--- src/rtl/fpu_mult_iter.sv ---
// Iterative signed/unsigned WIDTH x WIDTH multiplier, BITS_PER_CYC multiplier bits per cycle.
// Start/busy/done handshake; fpuhold freezes every register.
module fpu_mult_iter #(
    parameter int WIDTH        = 32,
    parameter int BITS_PER_CYC = 8
) (
    input  logic             clk,
    input  logic             reset,
    input  logic             fpuhold,
    input  logic             start,
    input  logic             is_signed,
    input  logic [WIDTH-1:0] ma,
    input  logic [WIDTH-1:0] mb,
    output logic             busy,
    output logic             done,
    output logic [WIDTH-1:0] prod_hi,
    output logic [WIDTH-1:0] prod_lo,
    output logic             movf
);

    localparam int N  = WIDTH / BITS_PER_CYC;
    localparam int CW = (N > 1) ? $clog2(N) : 1;
    localparam int PW = 2 * WIDTH;

    generate
        if (WIDTH % BITS_PER_CYC != 0) begin : g_bad_cfg
            $error("fpu_mult_iter: WIDTH must be a multiple of BITS_PER_CYC");
        end
    endgenerate

    typedef enum logic [1:0] {
        S_IDLE,
        S_RUN,
        S_DONE
    } state_t;

    state_t           r_state, w_state_nxt;
    logic [CW-1:0]    r_cnt, w_cnt_nxt;
    logic [PW-1:0]    r_acc, w_acc_nxt;
    logic [PW-1:0]    r_mcand, w_mcand_nxt;
    logic [WIDTH-1:0] r_mplier, w_mplier_nxt;
    logic             r_neg, w_neg_nxt;
    logic             r_sgn, w_sgn_nxt;
    logic [WIDTH-1:0] r_hi, w_hi_nxt;
    logic [WIDTH-1:0] r_lo, w_lo_nxt;
    logic             r_movf, w_movf_nxt;

    logic [WIDTH-1:0] w_ma_mag, w_mb_mag;
    logic [PW-1:0]    w_pp, w_sum, w_prod;
    logic [WIDTH-1:0] w_phi, w_plo;
    logic             w_povf;

    assign w_ma_mag = (is_signed & ma[WIDTH-1]) ? -ma : ma;
    assign w_mb_mag = (is_signed & mb[WIDTH-1]) ? -mb : mb;

    // Multiplicand is pre-shifted each step, so the slice weight is implicit.
    assign w_pp  = r_mcand * {{(PW-BITS_PER_CYC){1'b0}}, r_mplier[BITS_PER_CYC-1:0]};
    assign w_sum = r_acc + w_pp;
    assign w_prod = r_neg ? -w_sum : w_sum;
    assign w_phi  = w_prod[PW-1:WIDTH];
    assign w_plo  = w_prod[WIDTH-1:0];
    assign w_povf = r_sgn ? (w_phi != {WIDTH{w_plo[WIDTH-1]}})
                          : (w_phi != '0);

    always_comb begin
        w_state_nxt  = r_state;
        w_cnt_nxt    = r_cnt;
        w_acc_nxt    = r_acc;
        w_mcand_nxt  = r_mcand;
        w_mplier_nxt = r_mplier;
        w_neg_nxt    = r_neg;
        w_sgn_nxt    = r_sgn;
        w_hi_nxt     = r_hi;
        w_lo_nxt     = r_lo;
        w_movf_nxt   = r_movf;
        if (!fpuhold) begin
            if (start && (r_state != S_RUN)) begin
                w_state_nxt  = S_RUN;
                w_cnt_nxt    = CW'(N - 1);
                w_acc_nxt    = '0;
                w_mcand_nxt  = {{WIDTH{1'b0}}, w_ma_mag};
                w_mplier_nxt = w_mb_mag;
                w_neg_nxt    = is_signed & (ma[WIDTH-1] ^ mb[WIDTH-1]);
                w_sgn_nxt    = is_signed;
            end else begin
                unique case (r_state)
                    S_RUN: begin
                        w_acc_nxt    = w_sum;
                        w_mcand_nxt  = r_mcand << BITS_PER_CYC;
                        w_mplier_nxt = r_mplier >> BITS_PER_CYC;
                        w_cnt_nxt    = r_cnt - 1'b1;
                        if (r_cnt == '0) begin
                            w_state_nxt = S_DONE;
                            w_hi_nxt    = w_phi;
                            w_lo_nxt    = w_plo;
                            w_movf_nxt  = w_povf;
                        end
                    end
                    S_DONE:  w_state_nxt = S_IDLE;
                    default: w_state_nxt = S_IDLE;
                endcase
            end
        end
    end

    always_ff @(posedge clk or posedge reset) begin
        if (reset) begin
            r_state  <= S_IDLE;
            r_cnt    <= '0;
            r_acc    <= '0;
            r_mcand  <= '0;
            r_mplier <= '0;
            r_neg    <= 1'b0;
            r_sgn    <= 1'b0;
            r_hi     <= '0;
            r_lo     <= '0;
            r_movf   <= 1'b0;
        end else begin
            r_state  <= w_state_nxt;
            r_cnt    <= w_cnt_nxt;
            r_acc    <= w_acc_nxt;
            r_mcand  <= w_mcand_nxt;
            r_mplier <= w_mplier_nxt;
            r_neg    <= w_neg_nxt;
            r_sgn    <= w_sgn_nxt;
            r_hi     <= w_hi_nxt;
            r_lo     <= w_lo_nxt;
            r_movf   <= w_movf_nxt;
        end
    end

    assign busy    = (r_state == S_RUN);
    assign done    = (r_state == S_DONE);
    assign prod_hi = r_hi;
    assign prod_lo = r_lo;
    assign movf    = r_movf;

endmodule

--- config.mk ---
export PLATFORM = sky130hd
export DESIGN_NAME = fpu_mult_iter
export DESIGN_NICKNAME = d
export VERILOG_FILES = /design/src/rtl/fpu_mult_iter.sv
export SDC_FILE = /design/constraint.sdc
export NUM_CORES = 2
export LEC_CHECK = 0
export ABC_AREA = 1
export BUFFER_PORTS_ARGS = -buffer_cell sky130_fd_sc_hd__buf_2
export CAP_MARGIN = 20
export CELL_PAD_IN_SITES_DETAIL_PLACEMENT = 0
export CELL_PAD_IN_SITES_GLOBAL_PLACEMENT = 1
export CORE_MARGIN = 2
export CORE_UTILIZATION = 43
export CTS_CLUSTER_DIAMETER = 200
export CTS_CLUSTER_SIZE = 24
export DETAILED_ROUTE_END_ITERATION = 10
export PLACE_DENSITY_LB_ADDON = 0.25
export SLEW_MARGIN = 0
export SYNTH_ARGS = -nofsm -noshare
export SYNTH_HDL_FRONTEND = slang
export SYNTH_SLANG_ARGS = --single-unit
--- constraint.sdc ---
create_clock -name clk -period 10.6 [get_ports clk]
set_input_delay 2.12 -clock clk [delete_from_list [all_inputs] [get_ports clk]]
set_output_delay 2.12 -clock clk [all_outputs]
set_load 0.05 [all_outputs]
# After elaboration in Yosys (flattened, before gate mapping)
# Index checks and enable logic that the tools add are counted.
# word_totals
reg_bits	231
latch_bits	0
mem_bits_rw	0
romBits	0
in_bits	69
out_inout_bits	67
word_cells	50
memories	0
# classes
add_sub_neg	5
mul	1
div_mod_pow	0
n_lt_le_gt_ge	0
eq_ne	5
shifts	0
n_mux	15
n_bitwise	6
n_reduce_logical	8
# op_table
cell	n
64-bit two-way mux	5
32-bit two-way mux	4
64-bit adder	1
64-bit by 8-bit multiplier with 64-bit output	1
32-bit negation	2
64-bit negation	1
32-bit inequality test	1
32-bit nonzero test	1
2-bit two-way mux	5
2-bit AND reduction	3
4-bit AND reduction	1
1-bit AND	3
3-bit by 1-bit inequality test with 1-bit output, second input constant	1
2-bit by 1-bit equality test with 1-bit output, second input constant	1
2-bit equality test, second input constant	1
2-bit logical NOT	1
2-bit by 1-bit inequality test with 1-bit output, second input constant	1
1-bit inverter	2
2-bit nonzero test	1
2-bit by 1-bit subtractor with 2-bit output, second input constant	1
1-bit logical AND	1
1-bit two-way mux	1
1-bit XOR	1

# Logic depth before layout (Yosys ltp)
# depth
ltp_word	6
ltp_mapped	44
mapped_depth_nobuf	42

# Least setup slack after synthesis
# OpenSTA, ideal clock, no wires.
# synth_timing
path_type	register -> register
from	reg r_mplier[6]
to	reg r_movf (netlist: movf)
setup_time_ps	118
arrival_ps	5824
required_time_ps	10482
setup_slack_ps	4659
stages_incl_launch_ff	39
n_path_buf	3
synth_period_minus_slack_ps	5941
cell_sequence	dfrtp_1 clkbuf_1 clkbuf_1 buf_1 nand2_1 fa_1 fa_1 inv_1 fa_1 inv_1 fa_1 inv_1 ha_1 nand2_1 nand2_1 a21oi_2 nand2_2 nand2_2 (+3 left out) nor2_2 nand4_2 nor2_4 nand2_2 nor2_4 nand2_2 nand2_4 nand2_2 nand2_2 nand2_2 nor2_1 nand2_1 nor2_1 nand2_1 nor2_1 nor2_1 nand2_1 nand2_1
# synth_via
elab_chain_len	6
elab_cells_between_ends	7
cone_classes	add/sub: 2; mul: 1; eq/ne: 1; mux: 2; reduce/logical: 1
# synth_lines
element	line_no	text
start: declaration	41	logic [WIDTH-1:0] r_mplier, w_mplier_nxt;
start signal: assignment	123	r_mplier <= w_mplier_nxt;
64-bit by 8-bit multiplier with 64-bit output *	57	assign w_pp = r_mcand * {{(PW-BITS_PER_CYC){1'b0}}, r_mplier[BITS_PER_CYC-1:0]};
64-bit adder *	58	assign w_sum = r_acc + w_pp;
64-bit negation	59	assign w_prod = r_neg ? -w_sum : w_sum;
64-bit two-way mux *	59	
32-bit inequality test / 32-bit nonzero test (equally long branches)	62, 63	
1-bit two-way mux *	62	assign w_povf = r_sgn ? (w_phi != {WIDTH{w_plo[WIDTH-1]}})
end signal: assignment	128	r_movf <= w_movf_nxt;
end: declaration	46	logic r_movf, w_movf_nxt;
# Mark *: on every way between the ends. The rest lies on a longest branch, timed or not.
# A chain may end at the register's enable or synchronous reset.

# Worst setup path after layout
# layout_timing
from	reg r_mplier[1]
to	reg r_movf (netlist: movf)
# The elaborated chain is that of the path after synthesis.

==> results.tsv <==
metric	value	unit
routability congestion estimate	0.950	
CP Data Arrival Time	7910	ps
die height	279	um
hold endpoint	prod_lo[16]	
r2r setup slk	3100	ps
Routed WL	105	mm
area delta synth->final	5.44	%
worst skew pair latency	540	ps
initial core utilization	43.5	%
number of CTS-inserted buffers	13	
Sink Count	231	
total grt overflow	0	
Crit path top cell by count	nand2_1	
Die ar.	77600	sq um
CTS tree	yes	
worst reg2reg path startpoint	r_mplier[1]	
critical path class	reg -> reg	
Critical Path Source Type	flop	
Final setup viols	0	
final net count	5362	
core region area	74600	sq um
worst stage delay on the critical path	850	ps
Worst EP required	11010	ps
vias in the first global route	28600	
Slew @ Worst Pin	1030	ps
Slew headroom	31.0	%
worst hold path depth	2	
Final min period	7500	ps
row count	100	
Tcrit/Tclk final	70.8	%
setup TNS	0	ps
Post-CTS Setup Bufs	0	
Post-Syn Instances	4816	
Synth Flop Type	dfrtp_1	
Max Slew Vio Count	0	
Top Ports	136	
Yosys cell types	45	
CP Capture Type	flop	
port bufs	135	
Async S/R FF share, synth	100	%
CTS clk-pin slew, worst paths	110	ps
initial antenna violation count	1	
post-DR wirelength/cell	18.3	um
max frequency	133	MHz
Synth Register Bits	231	
Register-to-Register Path Depth	37	
CTS root buffer	clkbuf_16	
clk_skew	29.4	ps
final hold viol count	0	
Crit-path slowest cell	dfrtp_2	
clk buf depth	3	
number of synthesized flops with an enable pin	0	
Hold Startpoint	prod_lo[16]	
status	complete, no violations	
yosys warns	0	
Via density	5.01	
DR vias	28900	
detailed placement HPWL	86.1	mm
GRT Util Overall	27.8	%
unrepaired setup endpoints after global routing	false	
reg2reg end	movf	
largest net degree at the start of global routing	83	
chip width	279	um
layout cells sized above 1	7.32	%
DRC Markers	0	
post-cts sizing count	0	
htree depth	1	
Seq/Total Area, Yosys	17.8	%
Hold-fix buffers, CTS	0	
drt first pass iters	6	
DR iter-0 viols	2366	
post-synthesis cell area	32400	sq um
CP Max Fanout	33	
first-pass GRT wire length	169	mm
syn_nets	5372	
Hold Path Class	reg -> reg	
Antenna Nets Post-Route	0	
Mapped Avg Cell Area	6.73	sq um
MaxCap Viol Count	0	
-- synth_stat cells, types with 17 or more instances --
master,number,share of area [%]
buf_1,41,0.47
nor2_2,23,0.44
ha_1,77,3.0
nand3_2,18,0.56
inv_2,24,0.28
nor3_1,38,0.59
nor2_1,237,2.7
clkbuf_1,138,1.6
xnor2_1,17,0.46
o211ai_1,28,0.65
fa_1,410,25
inv_1,1255,15
dfrtp_1,231,18
o21ai_0,146,2.3
xor2_1,43,1.2
nand2_1,1514,18
nand3_1,185,2.9
nand2_2,66,1.3
a21oi_1,97,1.5
o22ai_1,86,1.7
nand4_1,28,0.54
-- through the flow --
stage          cells  cell area (sq um)  setup WS, ps  hold WS, ps  util, %
6_report        5777              34200          3100          493     45.9
5_1_grt         5777              34200          2540          521     45.9
4_1_cts         5775              34200          3180          495     45.8
3_5_place_dp    5759              33800          3240          466     45.4
3_3_place_gp    5759              33800          3190          460     45.4
2_1_floorplan   4816              32400          2150          449        -
-- cell families (layout without fill, tap and decap cells) --
kind of cell	Yosys count	count (layout)	synth area share [%]
and+or+nand+nor	2155	2155	27.8
buffers and inverters	1466	1457	17.0
adders and majority gates	487	487	28.3
AOI/OAI and AO/OA	417	417	7.48
DFF	231	231	17.8
xor gates and xnor gates	60	60	1.62
other	0	1	0
-- critical path: cells and delay by family (launching register included) --
kind,cells,cell delay (ps)
DFF,1,850
adders and majority gates,5,2480
and+or+nand+nor,27,3240
buffers and inverters,5,750
-- layout by cell type (no fill, tap or decap), types with 17 or more instances in the layout --
cell / count
nand3_1: 185
xnor2_1: 17
o22ai_1: 86
buf_4: 21
inv_2: 23
nor3_1: 38
o211ai_1: 28
nor2_1: 233
ha_1: 77
fa_1: 410
o21ai_0: 146
nor2_2: 27
xor2_1: 43
a21oi_1: 97
dfrtp_1: 222
buf_2: 135
nand4_1: 28
inv_1: 1253
nand3_2: 18
nand2_1: 1514
nand2_2: 66
-- how the worst max path moves through the flow --
stage	startpoint	endpoint	slack, ps
CTS	r_mplier[1]	movf	3180
detailed placement	r_mplier[1]	movf	3240
finish	r_mplier[1]	movf	3100
global placement	r_mplier[1]	movf	3190
floorplan	reset	movf	2150
global route	r_mplier[3]	movf	2540
-- cell type report --
cell class                      instances  area, sq um
Inverter                             1284         4830
Fill cell                            7908        40400
Timing Repair Buffer                  157          848
Antenna cell                            1         2.50
Tap cell                              969         1210
Clock buffer                           15          333
Clock inverter                          1         11.3
Multi-Input combinational cell       3119        21200
Sequential cell                       231         5790
-- state kept, by name (all words and copies together) (netlist names) --
register / flops
movf: 1
r_mcand: 64
r_state: 2
r_cnt: 2
prod_hi: 32
r_sgn: 1
r_neg: 1
prod_lo: 32
r_mplier: 32
r_acc: 64
-- metal layers --
layer / up-vias / routed length [um] / track usage (%)
li1: 14100 / - / -
met5: - / 0 / 0
met1: 13900 / 51600 / 42.9
met2: 862 / 45000 / 42.1
met3: 83 / 7070 / 3.82
met4: 0 / 1830 / 4.65
Power is left out: the tool's default activity adds up to more than one toggle a clock period on the data nets, which glitch-free logic cannot reach.
